$ cat config.mk
export PLATFORM = sky130hd
export DESIGN_NAME = dmem_bridge
export DESIGN_NICKNAME = d
export VERILOG_FILES = /design/src/rtl/dmem_bridge_pkg.sv /design/src/rtl/dmem_timeout_ctr.sv /design/src/rtl/dmem_bridge.sv
export SDC_FILE = /design/constraint.sdc
export NUM_CORES = 1
export LEC_CHECK = 0
export CAP_MARGIN = 30
export CORE_AREA = 2 2 99 101
export CTS_BUF_LIST = sky130_fd_sc_hd__clkbuf_2 sky130_fd_sc_hd__clkbuf_4 sky130_fd_sc_hd__clkbuf_8
export DETAILED_ROUTE_END_ITERATION = 8
export DIE_AREA = 0 0 101 103
export PLACE_DENSITY = 0.92
export SETUP_SLACK_MARGIN = 0.1
export SYNTH_ARGS = -nofsm -noshare
export SYNTH_HDL_FRONTEND = slang
export SYNTH_SLANG_ARGS = --single-unit
$ cat constraint.sdc
create_clock -name clk -period 7.8 [get_ports clk]
set_input_delay 1.56 -clock clk [delete_from_list [all_inputs] [get_ports clk]]
set_output_delay 1.56 -clock clk [all_outputs]
set_load 0.03 [all_outputs]
$ cat src/rtl/dmem_bridge_pkg.sv
// Shared types and defaults for the data-memory bridge.
// State encodings, bus width and the default timeout limit.
package dmem_bridge_pkg;

  localparam int REG_BUS         = 32;
  localparam int TIMEOUT_CYC_DEF = 255;

  typedef enum logic [1:0] {
    IDLE = 2'd0,
    BUS  = 2'd1,
    DONE = 2'd2
  } state_t;

  function automatic logic word_aligned(
    input logic [1:0] lsb
  );
    return lsb == 2'b00;
  endfunction

endpackage

$ cat src/rtl/dmem_timeout_ctr.sv
// Cycle counter that flags a bus access running past LIMIT cycles.
// Only instantiated when DMEM_BRIDGE_TIMEOUT_EN is defined.
module dmem_timeout_ctr #(
  parameter int unsigned LIMIT = 255
) (
  input  logic clk,
  input  logic rst,
  input  logic clear,
  input  logic enable,
  output logic expire
);

  localparam int unsigned CW = $clog2(LIMIT + 1);

  logic [CW-1:0] cnt;

  // expire fires in the LIMIT-th enabled cycle, so the count saturates there
  assign expire = enable && (cnt == CW'(LIMIT - 1));

  always_ff @(posedge clk or posedge rst) begin
    if (rst) begin
      cnt <= '0;
    end else if (clear) begin
      cnt <= '0;
    end else if (enable && !expire) begin
      cnt <= cnt + 1'b1;
    end
  end

endmodule

$ cat src/rtl/dmem_bridge.sv
// Core data-port to req/ack bus bridge with pipeline stall and error flag.
// Optional bus timeout: define DMEM_BRIDGE_TIMEOUT_EN.
module dmem_bridge
  import dmem_bridge_pkg::*;
#(
  parameter int ADDR_W      = REG_BUS,
  parameter int DATA_W      = REG_BUS,
  parameter int TIMEOUT_CYC = TIMEOUT_CYC_DEF
) (
  input  logic              clk,
  input  logic              rst,
  input  logic              cpu_MemRead,
  input  logic              cpu_MemWrite,
  input  logic [ADDR_W-1:0] cpu_addr,
  input  logic [DATA_W-1:0] cpu_wdata,
  output logic [DATA_W-1:0] cpu_rdata,
  output logic              stall,
  output logic              err,
  output logic              bus_req,
  output logic              bus_we,
  output logic [ADDR_W-1:0] bus_addr,
  output logic [DATA_W-1:0] bus_wdata,
  input  logic              bus_ack,
  input  logic [DATA_W-1:0] bus_rdata
);

  if (TIMEOUT_CYC < 1) begin : g_cfg_chk
    $error("dmem_bridge: TIMEOUT_CYC must be at least 1");
  end

  state_t state;
  state_t state_nxt;

  logic access;
  logic aligned;
  logic tmo_expire;

  assign access  = cpu_MemRead | cpu_MemWrite;
  assign aligned = word_aligned(cpu_addr[1:0]);

`ifdef DMEM_BRIDGE_TIMEOUT_EN
  dmem_timeout_ctr #(
    .LIMIT (TIMEOUT_CYC)
  ) u_tmo (
    .clk    (clk),
    .rst    (rst),
    .clear  (state != BUS),
    .enable (state == BUS),
    .expire (tmo_expire)
  );
`else
  assign tmo_expire = 1'b0;
`endif

  always_ff @(posedge clk or posedge rst) begin
    if (rst) begin
      state <= IDLE;
    end else begin
      state <= state_nxt;
    end
  end

  always_comb begin
    state_nxt = state;
    stall     = 1'b0;
    unique case (state)
      IDLE: begin
        stall = access;
        if (access) begin
          state_nxt = aligned ? BUS : DONE;
        end
      end
      BUS: begin
        stall = 1'b1;
        if (bus_ack || tmo_expire) begin
          state_nxt = DONE;
        end
      end
      DONE: begin
        state_nxt = IDLE;
      end
      default: begin
        state_nxt = IDLE;
      end
    endcase
  end

  always_ff @(posedge clk or posedge rst) begin
    if (rst) begin
      bus_req   <= 1'b0;
      bus_we    <= 1'b0;
      bus_addr  <= '0;
      bus_wdata <= '0;
      cpu_rdata <= '0;
      err       <= 1'b0;
    end else begin
      unique case (state)
        IDLE: begin
          if (access && aligned) begin
            bus_req   <= 1'b1;
            bus_we    <= cpu_MemWrite;
            bus_addr  <= {cpu_addr[ADDR_W-1:2], 2'b00};
            bus_wdata <= cpu_wdata;
          end else if (access) begin
            cpu_rdata <= '0;
            err       <= 1'b1;
          end
        end
        BUS: begin
          // an ack in the same cycle as expiry still completes normally
          if (bus_ack) begin
            bus_req <= 1'b0;
            if (!bus_we) begin
              cpu_rdata <= bus_rdata;
            end
          end else if (tmo_expire) begin
            bus_req   <= 1'b0;
            cpu_rdata <= '0;
            err       <= 1'b1;
          end
        end
        DONE: begin
          err <= 1'b0;
        end
        default: begin
          err <= 1'b0;
        end
      endcase
    end
  end

endmodule

# Word level (Yosys, flattened, before mapping)
# Cells that the tools add are included.
[totals] in_bits=101 register_bits=99 word_cells=40
[classes] reduce_logical=9 bitwise_logic=2 n_mux=16 eq_ne=6
[ops] op="$mux 32" n=4
[ops] op="$pmux 32 s2" n=1
[ops] op="$ne 2x2->1 const B" n=5
[ops] op="$mux 2" n=3
[ops] op="$pmux 1 s2" n=3
[ops] op="$reduce_and 3->1" n=2
[ops] op="$reduce_and 5->1" n=1
[ops] op="$logic_not 2->1" n=2
[ops] op="$mux 1" n=4
[ops] op="$pmux 2 s2" n=1
[ops] op="$reduce_and 2->1" n=2
[ops] op="$eq 2x1->1 const B" n=1
[ops] op="$reduce_bool 2->1" n=1
[ops] op="$logic_and 1x1->1" n=1
[ops] op="$not 1->1" n=1
[ops] op="$or 1x1->1" n=1

# Longest topological paths before layout
# Gate-level depths: netlist (run 1).
[logic_depth] depth_word=4 depth_mapped=5 mapped_depth_nobuf=3

# Least setup slack after synthesis (run 1)
# Ideal clock, no wire load.
[synth_path] path_kind="input-to-output" startpoint="in cpu_MemWrite" endpoint="out stall" t_arrival_ns=2.005 path_buffers=0 required_time_ns=6.240 cell_stages=2 slack_ns=4.235 cell_sequence="nor3_1 nor2_1"
[synth_between] elab_chain_cells=2
[synth_lines] element="start, declared" line="dmem_bridge.sv:13" source="input logic cpu_MemWrite,"
[synth_lines] element="$or 1x1->1" line="dmem_bridge.sv:38" source="assign access = cpu_MemRead | cpu_MemWrite;"
[synth_lines] element="$pmux 1 s2" line="dmem_bridge.sv:66" source="unique case (state)"
[synth_lines] element="end, declared" line="dmem_bridge.sv:17" source="output logic stall,"
# No other way between the ends.

# Final worst setup path (run 1)
# Same ends and word-level chain as after synthesis.

==> summary.txt, run 1 <==
Placement
  • Number of buffers inserted by port buffering: 198
  • Number of cells in the design after placement: 565
  • Final GP Congestion: between 0.7 and 0.8
  • Post-DP HPWL: 7.399 mm

Power
  • Pwr dens: roughly 330 nW/µm²
  • LEAKAGE: 2.708 nW
  • Peak VDD IR: 151.0 µV

Routing
  • Drt initial violations: 69
  • Antenna viol nets, final: 0
  • Routed via count: 2896
  • Remaining DRCs: 0
  • Number of optimization iterations in the first detailed-route pass: 5
  • Wire length after detailed routing: 10.12 mm
  • Number of vias per cell after detailed routing: between 4 and 5
  • Routed len/inst: 17.42 µm

Clocking
  • CTS max path bufs: 2
  • Buffer count from post-CTS setup fixing: 0
  • Inserted Clock Buffers: 9
  • Number of sinks on the clock net: 99
  • Clk Latency, worst-skew pair: between 300 and 400 ps
  • Clock H-tree levels: 3
  • Clock root cell: sky130_fd_sc_hd__clkbuf_8
  • PostCTS Resize Cnt: 0
  • Clock transition at the register clock pins on the worst setup and hold paths after CTS: 90 ps
  • Clock tree from TritonCTS: built
  • Hold Buf Count CTS: 0

Finish
  • FILL cells: 689
  • Final instance count without filler cells: between 500 and 600
  • Fin util: 67.43%
  • Area growth syn-to-layout: 54.67%
  • Share of final-layout standard cells stronger than drive strength 1: 18.42%
  • Footprint of the flip-flops and latches: 2477 µm²
  • Total number of nets in the final design: roughly 560
  • Inserted Diodes: 0
  • Area of combinational cells with multiple inputs: 1464 µm²

STA
  • TNS Setup: 0 ps
  • Total count of hold-check failures in the final report: 0
  • Count of pins over their slew limit: 0
  • Ratio of final minimum period to clock period: 57.76%
  • Slew headroom: 46.63%
  • Final worst clock skew: 5.022 ps
  • Minimum clock period after layout: between 4000 and 5000 ps
  • Unrepaired setup endpoints after global routing: false
  • Final setup fails: 0
  • Slew at the pin with the worst max-slew slack: between 800 and 900 ps
  • Fmax: 0.2220 GHz
  • Hold slack final: 484.2 ps

Hold path
  • Hold Crit Class: reg -> reg
  • Start point of the worst min-delay path: bus_req$_DFFE_PP0P_

Critical path
  • Reg-to-reg slack, setup: around 5600 ps
  • Capturing element of the worst setup path: stall
  • Cell type of the slowest stage on the worst timing path: sky130_fd_sc_hd__clkdlybuf4s50_1
  • Crit Reg-Reg Endpoint: bus_addr[21]$_DFFE_PP0P_
  • Critical path launch point: cpu_MemWrite
  • Type of element launching the critical path: input pin
  • R2R depth: 5
  • Maximum fanout along the worst path: 4
  • Arrival time of the worst setup path: roughly 3000 ps
  • Req. time, crit path: 6240 ps
  • CP most frequent cell: sky130_fd_sc_hd__clkdlybuf4s50_1
  • Worst flop-to-flop path startpoint: state[1]$_DFFE_PP0P_
  • Path type of the worst setup path: in -> out
  • Crit path capture type: output port
  • Critical Path, Cell by Cell: clkdlybuf4s50_1 -> nor3_1 -> nor2_1 -> clkdlybuf4s50_1
  • Delay of the slowest cell on the worst path: 670 ps

Floorplan
  • Area of the core region: 9459 µm²
  • Number of I/O pins: 201
  • Overall die area: 10400 µm²
  • Die span in x: 101 µm
  • Initial cell density of the core: 43.60%
  • Floorplan die height: slightly above 100 µm
  • Number of placement rows: 36

Global route
  • Maximum number of pins on one net before global-route repair: 64
  • Vias in the first global route: 3040
  • Antenna violations before repair: 0
  • Total GRT Usage: 19.65%
  • First-pass GRT wire length: 15.61 mm
  • Leftover overflow at the end of global routing: 0

Yosys
  • Instance count of the mapped netlist: 265
  • Total of flip-flops plus latches after synthesis: between 90 and 100
  • Warning count from the yosys run: 0
  • Sequential area share after synthesis: 60.07%
  • Mean instance size in the synthesized netlist: roughly 16 µm²
  • Count of cell types in the netlist: 23
  • Total standard cell area after synthesis: 4124 µm²

Job
  • Max-cap viol count: 0

Status
  • Status: completed
[cells in the mapped netlist]
cell type	n	area share [%]
sky130_fd_sc_hd__or2_2	1	0.15
sky130_fd_sc_hd__mux2_1	4	1.1
sky130_fd_sc_hd__a22o_1	1	0.21
sky130_fd_sc_hd__conb_1	1	0.091
sky130_fd_sc_hd__or2_1	1	0.15
sky130_fd_sc_hd__o21a_2	1	0.21
sky130_fd_sc_hd__nand3b_1	1	0.18
sky130_fd_sc_hd__o2bb2ai_1	32	6.8
sky130_fd_sc_hd__a21oi_1	2	0.24
sky130_fd_sc_hd__nor2_1	2	0.18
sky130_fd_sc_hd__mux2_4	58	21
sky130_fd_sc_hd__nor3b_1	1	0.18
sky130_fd_sc_hd__inv_1	2	0.18
sky130_fd_sc_hd__dfrtp_1	99	60
sky130_fd_sc_hd__clkbuf_1	10	0.91
sky130_fd_sc_hd__a21o_1	1	0.18
sky130_fd_sc_hd__nand2_1	34	3.1
sky130_fd_sc_hd__nor3_1	2	0.24
sky130_fd_sc_hd__buf_12	7	3.4
sky130_fd_sc_hd__nor4_4	1	0.52
sky130_fd_sc_hd__o22ai_1	1	0.15
sky130_fd_sc_hd__buf_4	2	0.36
sky130_fd_sc_hd__nand4bb_1	1	0.27
[through the flow]
step                setup slack, ps  cell area [µm²]  power, mW
finish                         3295             6379      2.085
global route                   3191             6379      2.175
CTS                            3291             6379      2.106
detailed placement             3311             6161      1.744
global placement               3299             6106      1.716
floorplan                      3650             4128      1.323
[where the power goes]
group	switching (mW)	total [mW]	internal, mW
logic	0.487	0.973	0.485
registers	0.0935	0.760	0.666
clock network	0.166	0.352	0.186
total	0.747	2.08	1.34
[final cells by class]
class | instances | share of cell area, %
Timing Repair Buffer | 204 | 32.40
Clock buffer | 15 | 2.942
Multi-Input combinational cell | 146 | 22.95
Tap cell | 114 | 2.236
Inverter | 2 | 0.1569
Sequential cell | 99 | 38.84
Clock inverter | 1 | 0.4708
[logic make-up (layout without fill, tap and decap cells)]
logic type / count (synthesis) / in the layout / synth area share [%]
DFF: 99 / 99 / 60.07
AOI/OAI and AO/OA: 38 / 38 / 7.798
muxes: 62 / 62 / 22.21
and+or+nand+nor: 44 / 44 / 4.976
other: 1 / 2 / 0.09093
buffers and inverters: 21 / 222 / 4.854
[cell usage in the layout, fill, tap and decap left out, types with 2 or more instances in the layout]
cell,instances
sky130_fd_sc_hd__o2bb2ai_1,32
sky130_fd_sc_hd__mux2_1,4
sky130_fd_sc_hd__buf_4,4
sky130_fd_sc_hd__mux2_4,58
sky130_fd_sc_hd__clkbuf_8,12
sky130_fd_sc_hd__nand2_1,34
sky130_fd_sc_hd__buf_16,2
sky130_fd_sc_hd__dfrtp_1,99
sky130_fd_sc_hd__a21oi_1,2
sky130_fd_sc_hd__conb_1,2
sky130_fd_sc_hd__clkbuf_4,3
sky130_fd_sc_hd__clkdlybuf4s50_1,198
[routing by layer]
layer,share of wire (%),track usage (%)
met5,0,0
met4,2.3,8.940
met3,7.8,5.559
met2,52,34.51
met1,38,22.37
[critical path: cells and delay by family]
kind,cells,cell delay [ps]
buf+inv,2,1210
simple gates,2,160
[state kept, by name, summed over array words and instances (netlist names)]
register	cells
bus_req	1
bus_we	1
bus_wdata	32
bus_addr	30
state	2
err	1
cpu_rdata	32
[worst min path at each step]
stage | to | slack, ps | depth (start not counted)
floorplan | err$_DFFE_PP0P_ | 540 | 1
CTS | bus_req$_DFFE_PP0P_ | 490 | 1
finish | bus_req$_DFFE_PP0P_ | 480 | 1
global route | bus_req$_DFFE_PP0P_ | 510 | 1
global placement | bus_req$_DFFE_PP0P_ | 460 | 1
detailed placement | bus_req$_DFFE_PP0P_ | 470 | 1
Note: power is estimated with default switching activity, not from simulation.
==> run 2, diff against run 1 <==
--- a/config.mk
+++ b/config.mk
@@ -6,11 +6,11 @@
 export NUM_CORES = 1
 export LEC_CHECK = 0
 export CAP_MARGIN = 30
-export CORE_AREA = 2 2 99 101
+export CORE_AREA = 2 2 108 110
 export CTS_BUF_LIST = sky130_fd_sc_hd__clkbuf_2 sky130_fd_sc_hd__clkbuf_4 sky130_fd_sc_hd__clkbuf_8
 export DETAILED_ROUTE_END_ITERATION = 8
-export DIE_AREA = 0 0 101 103
-export PLACE_DENSITY = 0.92
+export DIE_AREA = 0 0 110 112
+export PLACE_DENSITY = 0.82
 export SETUP_SLACK_MARGIN = 0.1
 export SYNTH_ARGS = -nofsm -noshare
 export SYNTH_HDL_FRONTEND = slang
==> constraint.sdc (replaced) <==
create_clock -name clk -period 3.9 [get_ports clk]
set_input_delay 0.78 -clock clk [delete_from_list [all_inputs] [get_ports clk]]
set_output_delay 0.78 -clock clk [all_outputs]
set_load 0.03 [all_outputs]
==> run 2 against run 1 <==
  * Count of clock-buffer cells in the layout fell by 4
  * Core utilization down 10 points
  * Cell area rose by 0.65%
  * Highest routed layer unchanged
  * Register-to-register slack got worse by 3700 ps
  * Sequential cell count stayed put
  * Clock power rose by 120%
==> summary.txt, run 2 (synthesis gave the netlist of run 1 again) <==
STA
  • Final worst clock skew: 4.951 ps (was 5.022 ps)
  • Total count of hold-check failures in the final report: 0 (unchanged)
  • Count of pins over their slew limit: 0 (unchanged)
  • Slew headroom: 57.56% (was 46.63%)
  • Ratio of final minimum period to clock period: between 70 and 80%
  • Hold slack final: 489.4 ps (was 484.2 ps)
  • TNS Setup: 0 ps (unchanged)
  • Slew at the pin with the worst max-slew slack: 636.6 ps (was 800.6 ps)
  • Fmax: 0.3391 GHz
  • Unrepaired setup endpoints after global routing: false (unchanged)
  • Final setup fails: 0 (unchanged)
  • Setup slack after layout: 951.2 ps (was 3295 ps)
  • Minimum clock period after layout: 2949 ps

Critical path
  • Arrival time of the worst setup path: 2170 ps (was 2940 ps)
  • Delay of the slowest cell on the worst path: 670 ps (about the same)
  • Crit Reg-Reg Endpoint: bus_addr[21]$_DFFE_PP0P_ (unchanged)
  • R2R depth: 4 (was 5)
  • Maximum fanout along the worst path: 4 (unchanged)
  • Cell type of the slowest stage on the worst timing path: sky130_fd_sc_hd__clkdlybuf4s50_1 (unchanged)
  • Path type of the worst setup path: in -> out (unchanged)
  • CP most frequent cell: sky130_fd_sc_hd__clkdlybuf4s50_1 (unchanged)
  • Req. time, crit path: 3120 ps (was 6240 ps)
  • Critical Path, Cell by Cell: clkdlybuf4s50_1 -> nor3_1 -> nor2_1 -> clkdlybuf4s50_1 (unchanged)
  • Type of element launching the critical path: input pin (unchanged)
  • Crit path capture type: output port (unchanged)
  • Worst flop-to-flop path startpoint: state[1]$_DFFE_PP0P_ (unchanged)
  • Reg-to-reg slack, setup: 1910 ps (was 5610 ps)

Finish
  • Total number of nets in the final design: 562 (was 563)
  • Inserted Diodes: 0 (unchanged)
  • FILL cells: 897 (was 689)
  • Area growth syn-to-layout: 55.67% (was 54.67%)
  • Share of final-layout standard cells stronger than drive strength 1: 18.24% (was 18.42%)
  • Most common cell after layout, fill and taps aside: sky130_fd_sc_hd__clkdlybuf4s50_1 (unchanged)
  • Leading cell types in the layout, fill and taps excluded: 198 x sky130_fd_sc_hd__clkdlybuf4s50_1, 99 x sky130_fd_sc_hd__dfrtp_1, 58 x sky130_fd_sc_hd__mux2_4 (unchanged)
  • Leading registers by flop count: bus_wdata: 32 flops, cpu_rdata: 32 flops, bus_addr: 30 flops (unchanged)

Clocking
  • PostCTS Resize Cnt: 0 (unchanged)
  • Clk Latency, worst-skew pair: 360 ps (about the same)
  • Number of sinks on the clock net: 99 (unchanged)
  • Hold Buf Count CTS: 0 (unchanged)
  • Clock H-tree levels: 3 (unchanged)
  • Buffer count from post-CTS setup fixing: 0 (unchanged)
  • CTS max path bufs: 2 (unchanged)
  • Clock tree from TritonCTS: built (unchanged)
  • Inserted Clock Buffers: 9 (unchanged)
  • Clock transition at the register clock pins on the worst setup and hold paths after CTS: 90 ps (about the same)
  • Clock root cell: sky130_fd_sc_hd__clkbuf_8 (unchanged)

Placement
  • Number of buffers inserted by port buffering: 198 (unchanged)
  • Worst-case setup slack after placement: 967.5 ps (was 3311 ps)
  • Final GP Congestion: 0.6955 (was 0.7046)
  • Post-DP HPWL: 7.112 mm (was 7.399 mm)

Hold path
  • WHS Path Cells: 1 (unchanged)
  • Hold Crit Endpoint: bus_req$_DFFE_PP0P_ (unchanged)
  • Hold Crit Class: reg -> reg (unchanged)
  • Start point of the worst min-delay path: bus_req$_DFFE_PP0P_ (unchanged)

Global route
  • Maximum number of pins on one net before global-route repair: 65 (was 64)
  • Vias in the first global route: 3086 (was 3040)
  • Antenna violations before repair: 0 (unchanged)
  • Leftover overflow at the end of global routing: 0 (unchanged)
  • Total GRT Usage: 16.21% (was 19.65%)
  • First-pass GRT wire length: 15.50 mm (was 15.61 mm)

Routing
  • Routed len/inst: 16.24 µm (was 17.42 µm)
  • Number of optimization iterations in the first detailed-route pass: 3 (was 5)
  • Drt initial violations: 85 (was 69)
  • Number of vias per cell after detailed routing: 4.734 (was 4.985)
  • Wire length after detailed routing: 9.889 mm (was 10.12 mm)
  • Remaining DRCs: 0 (unchanged)
  • Routed via count: 2883 (was 2896)
  • Antenna viol nets, final: 0 (unchanged)

Power
  • Peak VDD IR: 389.7 µV (was 151.0 µV)
  • Total Power Consumption: 4.236 mW (was 2.085 mW)
  • Pwr dens: 659.8 nW/µm² (was 326.8 nW/µm²)
  • LEAKAGE: 2.710 nW (was 2.708 nW)

Floorplan
  • Number of I/O pins: 201 (unchanged)
  • Number of placement rows: 39 (was 36)
  • Overall die area: 12320 µm² (was 10400 µm²)
  • Area of the core region: 11170 µm² (was 9459 µm²)
  • Floorplan die height: 112 µm (was 103 µm)
  • Initial cell density of the core: 36.91% (was 43.60%)
  • Die span in x: 110 µm (was 101 µm)

Job
  • Max-cap viol count: 0 (unchanged)

Status
  • Status: completed (unchanged)
## run 2: area by class of cell
class	instances	area, µm²	share of cell area, %
clock buffer	11	145.1	2.261
clock inverter	5	100.1	1.559
inverter	2	10.01	0.1559
multi-input combinational	146	1464	22.80
sequential	99	2477	38.59
tap	143	178.9	2.787
timing repair buffer	203	2044	31.85
## run 2: how the worst max path moves through the flow
stage                             from                       end
after floorplan                    rst  bus_addr[10]$_DFFE_PP0P_
after global placement    cpu_MemWrite                     stall
after detailed placement  cpu_MemWrite                     stall
after CTS                 cpu_MemWrite                     stall
after global routing      cpu_MemWrite                     stall
final                     cpu_MemWrite                     stall
## run 2: critical path: cells and delay by family
| kind | cells | cell delay, ps |
|---|---|---|
| buffers and inverters | 2 | 1220 |
| and+or+nand+nor | 2 | 160 |
## run 2: layer usage
metal,wire length (µm),global-route usage [%]
met1,3932,19.19
met3,986,5.094
met2,4825,27.16
met5,0,0
met4,144,6.245
## run 2: per-stage QoR
stage                     cell area [µm²]  utilization [%]  cells
final                                6420            57.45    609
after global routing                 6420            57.45    609
after CTS                            6420            57.45    609
after detailed placement             6175            55.26    593
after global placement               6175            55.26    593
after floorplan                      4128                -    266
## run 2: where the power goes
part,internal [mW],switching (mW),total (mW)
combinational,0.968,0.965,1.93
sequential,1.33,0.185,1.52
clock,0.449,0.338,0.786
==> run 3, diff against run 2 <==
--- a/config.mk
+++ b/config.mk
@@ -6,11 +6,11 @@
 export NUM_CORES = 1
 export LEC_CHECK = 0
 export CAP_MARGIN = 30
-export CORE_AREA = 2 2 108 110
+export CORE_AREA = 2 2 103 105
 export CTS_BUF_LIST = sky130_fd_sc_hd__clkbuf_2 sky130_fd_sc_hd__clkbuf_4 sky130_fd_sc_hd__clkbuf_8
 export DETAILED_ROUTE_END_ITERATION = 8
-export DIE_AREA = 0 0 110 112
-export PLACE_DENSITY = 0.82
+export DIE_AREA = 0 0 105 107
+export PLACE_DENSITY = 0.86
 export SETUP_SLACK_MARGIN = 0.1
 export SYNTH_ARGS = -nofsm -noshare
 export SYNTH_HDL_FRONTEND = slang
==> constraint.sdc (replaced) <==
create_clock -name clk -period 3.1 [get_ports clk]
set_input_delay 0.62 -clock clk [delete_from_list [all_inputs] [get_ports clk]]
set_output_delay 0.62 -clock clk [all_outputs]
set_load 0.03 [all_outputs]
==> run 3 against run 2 <==
  * Setup slack got worse by 510 ps
  * Highest routed layer unchanged
  * Sequential power rose by 26%
  * First-iteration DRC count fell by 14%
  * Non-clock buffer count rose by 2
  * Global-route usage rose by 1.9 points
  * Critical path type unchanged
  * Count of clock-buffer cells in the layout did not move
  * Register-to-register slack got worse by 820 ps
==> summary.txt, run 3 (synthesis gave the netlist of run 1 again) <==
STA
  • Minimum clock period after layout: 2655 ps
  • Final setup fails: 0 (unchanged)
  • Ratio of final minimum period to clock period: 85.66%
  • Count of pins over their slew limit: 0 (unchanged)
  • Setup slack after layout: 444.6 ps (was 951.2 ps)
  • Slew headroom: 64.78% (was 57.56%)
  • Slew at the pin with the worst max-slew slack: 528.4 ps (was 636.6 ps)
  • Total count of hold-check failures in the final report: 0 (unchanged)
  • Final worst clock skew: 14.14 ps (was 4.951 ps)
  • Fmax: 0.3766 GHz
  • TNS Setup: 0 ps (unchanged)
  • Unrepaired setup endpoints after global routing: false (unchanged)

Clocking
  • Clock tree from TritonCTS: built (unchanged)
  • PostCTS Resize Cnt: 0 (unchanged)
  • Buffer count from post-CTS setup fixing: 0 (unchanged)
  • Hold Buf Count CTS: 0 (unchanged)
  • Clock H-tree levels: 3 (unchanged)
  • CTS max path bufs: 2 (unchanged)
  • Clock transition at the register clock pins on the worst setup and hold paths after CTS: 90 ps (about the same)
  • Clk Latency, worst-skew pair: 350 ps (was 360 ps)
  • Clock root cell: sky130_fd_sc_hd__clkbuf_8 (unchanged)
  • Number of sinks on the clock net: 99 (unchanged)
  • Inserted Clock Buffers: 9 (unchanged)

Critical path
  • Critical Path, Cell by Cell: clkdlybuf4s50_1 -> nor3_1 -> nor2_1 -> clkdlybuf4s50_1 (unchanged)
  • Path type of the worst setup path: in -> out (unchanged)
  • Reg-to-reg slack, setup: 1090 ps (was 1910 ps)
  • Cell type of the slowest stage on the worst timing path: sky130_fd_sc_hd__clkdlybuf4s50_1 (unchanged)
  • Arrival time of the worst setup path: 2040 ps (was 2170 ps)
  • CP most frequent cell: sky130_fd_sc_hd__clkdlybuf4s50_1 (unchanged)
  • Type of element launching the critical path: input pin (unchanged)
  • Crit path capture type: output port (unchanged)
  • Buf+Inv Stages, Crit Path: 2 (unchanged)
  • Delay of the slowest cell on the worst path: 680 ps (was 670 ps)
  • Req. time, crit path: 2480 ps (was 3120 ps)
  • Family of cells with the greatest summed delay on the critical path: buffers and inverters (unchanged)
  • Maximum fanout along the worst path: 4 (unchanged)

Global route
  • Leftover overflow at the end of global routing: 0 (unchanged)
  • Antenna violations before repair: 0 (unchanged)
  • Total GRT Usage: 18.07% (was 16.21%)
  • First-pass GRT wire length: 16.04 mm (was 15.50 mm)
  • Maximum number of pins on one net before global-route repair: 100 (was 65)
  • Vias in the first global route: 3091 (was 3086)

Routing
  • Number of vias per cell after detailed routing: 4.793 (was 4.734)
  • Wire length after detailed routing: 9.957 mm (was 9.889 mm)
  • Antenna viol nets, final: 0 (unchanged)
  • Number of optimization iterations in the first detailed-route pass: 4 (was 3)
  • Remaining DRCs: 0 (unchanged)
  • Drt initial violations: 73 (was 85)
  • Routed via count: 2895 (was 2883)
  • Routed len/inst: 16.49 µm (was 16.24 µm)

Power
  • Peak VDD IR: 321.4 µV (was 389.7 µV)
  • Pwr dens: 804.6 nW/µm² (was 659.8 nW/µm²)
  • LEAKAGE: 2.681 nW (was 2.710 nW)

Status
  • Status: completed (unchanged)

Finish
  • Area growth syn-to-layout: 54.49% (was 55.67%)
  • Leading registers by flop count: bus_wdata: 32 flops, cpu_rdata: 32 flops, bus_addr: 30 flops (unchanged)
  • FILL cells: 802 (was 897)
  • Inserted Diodes: 0 (unchanged)
  • Share of final-layout standard cells stronger than drive strength 1: 18.59% (was 18.24%)
  • Most common cell after layout, fill and taps aside: sky130_fd_sc_hd__clkdlybuf4s50_1 (unchanged)
  • Leading cell types in the layout, fill and taps excluded: 198 x sky130_fd_sc_hd__clkdlybuf4s50_1, 99 x sky130_fd_sc_hd__dfrtp_1, 58 x sky130_fd_sc_hd__mux2_4 (unchanged)
  • Total number of nets in the final design: 564 (was 562)

Floorplan
  • Die span in x: 105 µm (was 110 µm)
  • Overall die area: 11240 µm² (was 12320 µm²)
  • Number of I/O pins: 201 (unchanged)
  • Area of the core region: 10090 µm² (was 11170 µm²)
  • Floorplan die height: 107 µm (was 112 µm)
  • Initial cell density of the core: 40.86% (was 36.91%)
  • Number of placement rows: 37 (was 39)

Placement
  • Worst-case setup slack after placement: 459.6 ps (was 967.5 ps)
  • Post-DP HPWL: 7.296 mm (was 7.112 mm)
  • Final GP Congestion: 0.7040 (was 0.6955)
  • Number of buffers inserted by port buffering: 198 (unchanged)

Hold path
  • Hold Crit Class: reg -> reg (unchanged)

Job
  • Max-cap viol count: 0 (unchanged)
-- run 3: final cells by class --
type,count,area (µm²),area share (%)
clock inverter,5,37.54,0.5892
inverter,2,11.26,0.1767
multi-input combinational,146,1464,22.98
sequential,99,2477,38.88
tap,136,170.2,2.671
clock buffer,11,151.4,2.376
timing repair buffer,205,2059,32.33
-- run 3: final timing paths --
kind	start	endpoint	depth (start not counted)
max in group asynchronous	rst	bus_addr[17]$_DFFE_PP0P_	3
worst max-delay path	cpu_MemWrite	stall	4
min in group asynchronous	rst	bus_wdata[0]$_DFFE_PP0P_	3
worst min-delay path	bus_addr[20]$_DFFE_PP0P_	bus_addr[20]$_DFFE_PP0P_	1
worst max register to register	state[1]$_DFFE_PP0P_	bus_addr[22]$_DFFE_PP0P_	4
worst min register to register	bus_addr[20]$_DFFE_PP0P_	bus_addr[20]$_DFFE_PP0P_	1
-- run 3: per-layer routing --
metal | share of wire, % | vias to the layer above | track usage (%) | wire, µm
li1 | - | 1320 | - | -
met2 | 47 | 141 | 28.39 | 4711
met1 | 43 | 1414 | 23.61 | 4233
met5 | 0 | - | 0 | 0
met3 | 8.0 | 20 | 5.532 | 797
met4 | 2.2 | 0 | 6.857 | 215
-- run 3: report_power, final --
part	total (mW)	switching (mW)	internal [mW]
clock network	0.771	0.434	0.337
logic	2.43	1.22	1.22
registers	1.92	0.244	1.68
-- run 3: through the flow --
| step | hold WS [ps] | util (%) | std cells | instance area (µm²) | total power, mW |
|---|---|---|---|---|---|
| floorplan | 544.1 | - | 266 | 4131 | 3.330 |
| global placement | 466.9 | 61.26 | 588 | 6182 | 4.335 |
| detailed placement | 476.8 | 61.26 | 588 | 6182 | 4.395 |
| CTS | 499.2 | 63.13 | 604 | 6371 | 5.180 |
| global route | 526.5 | 63.13 | 604 | 6371 | 5.356 |
| finish | 495.3 | 63.13 | 604 | 6371 | 5.126 |
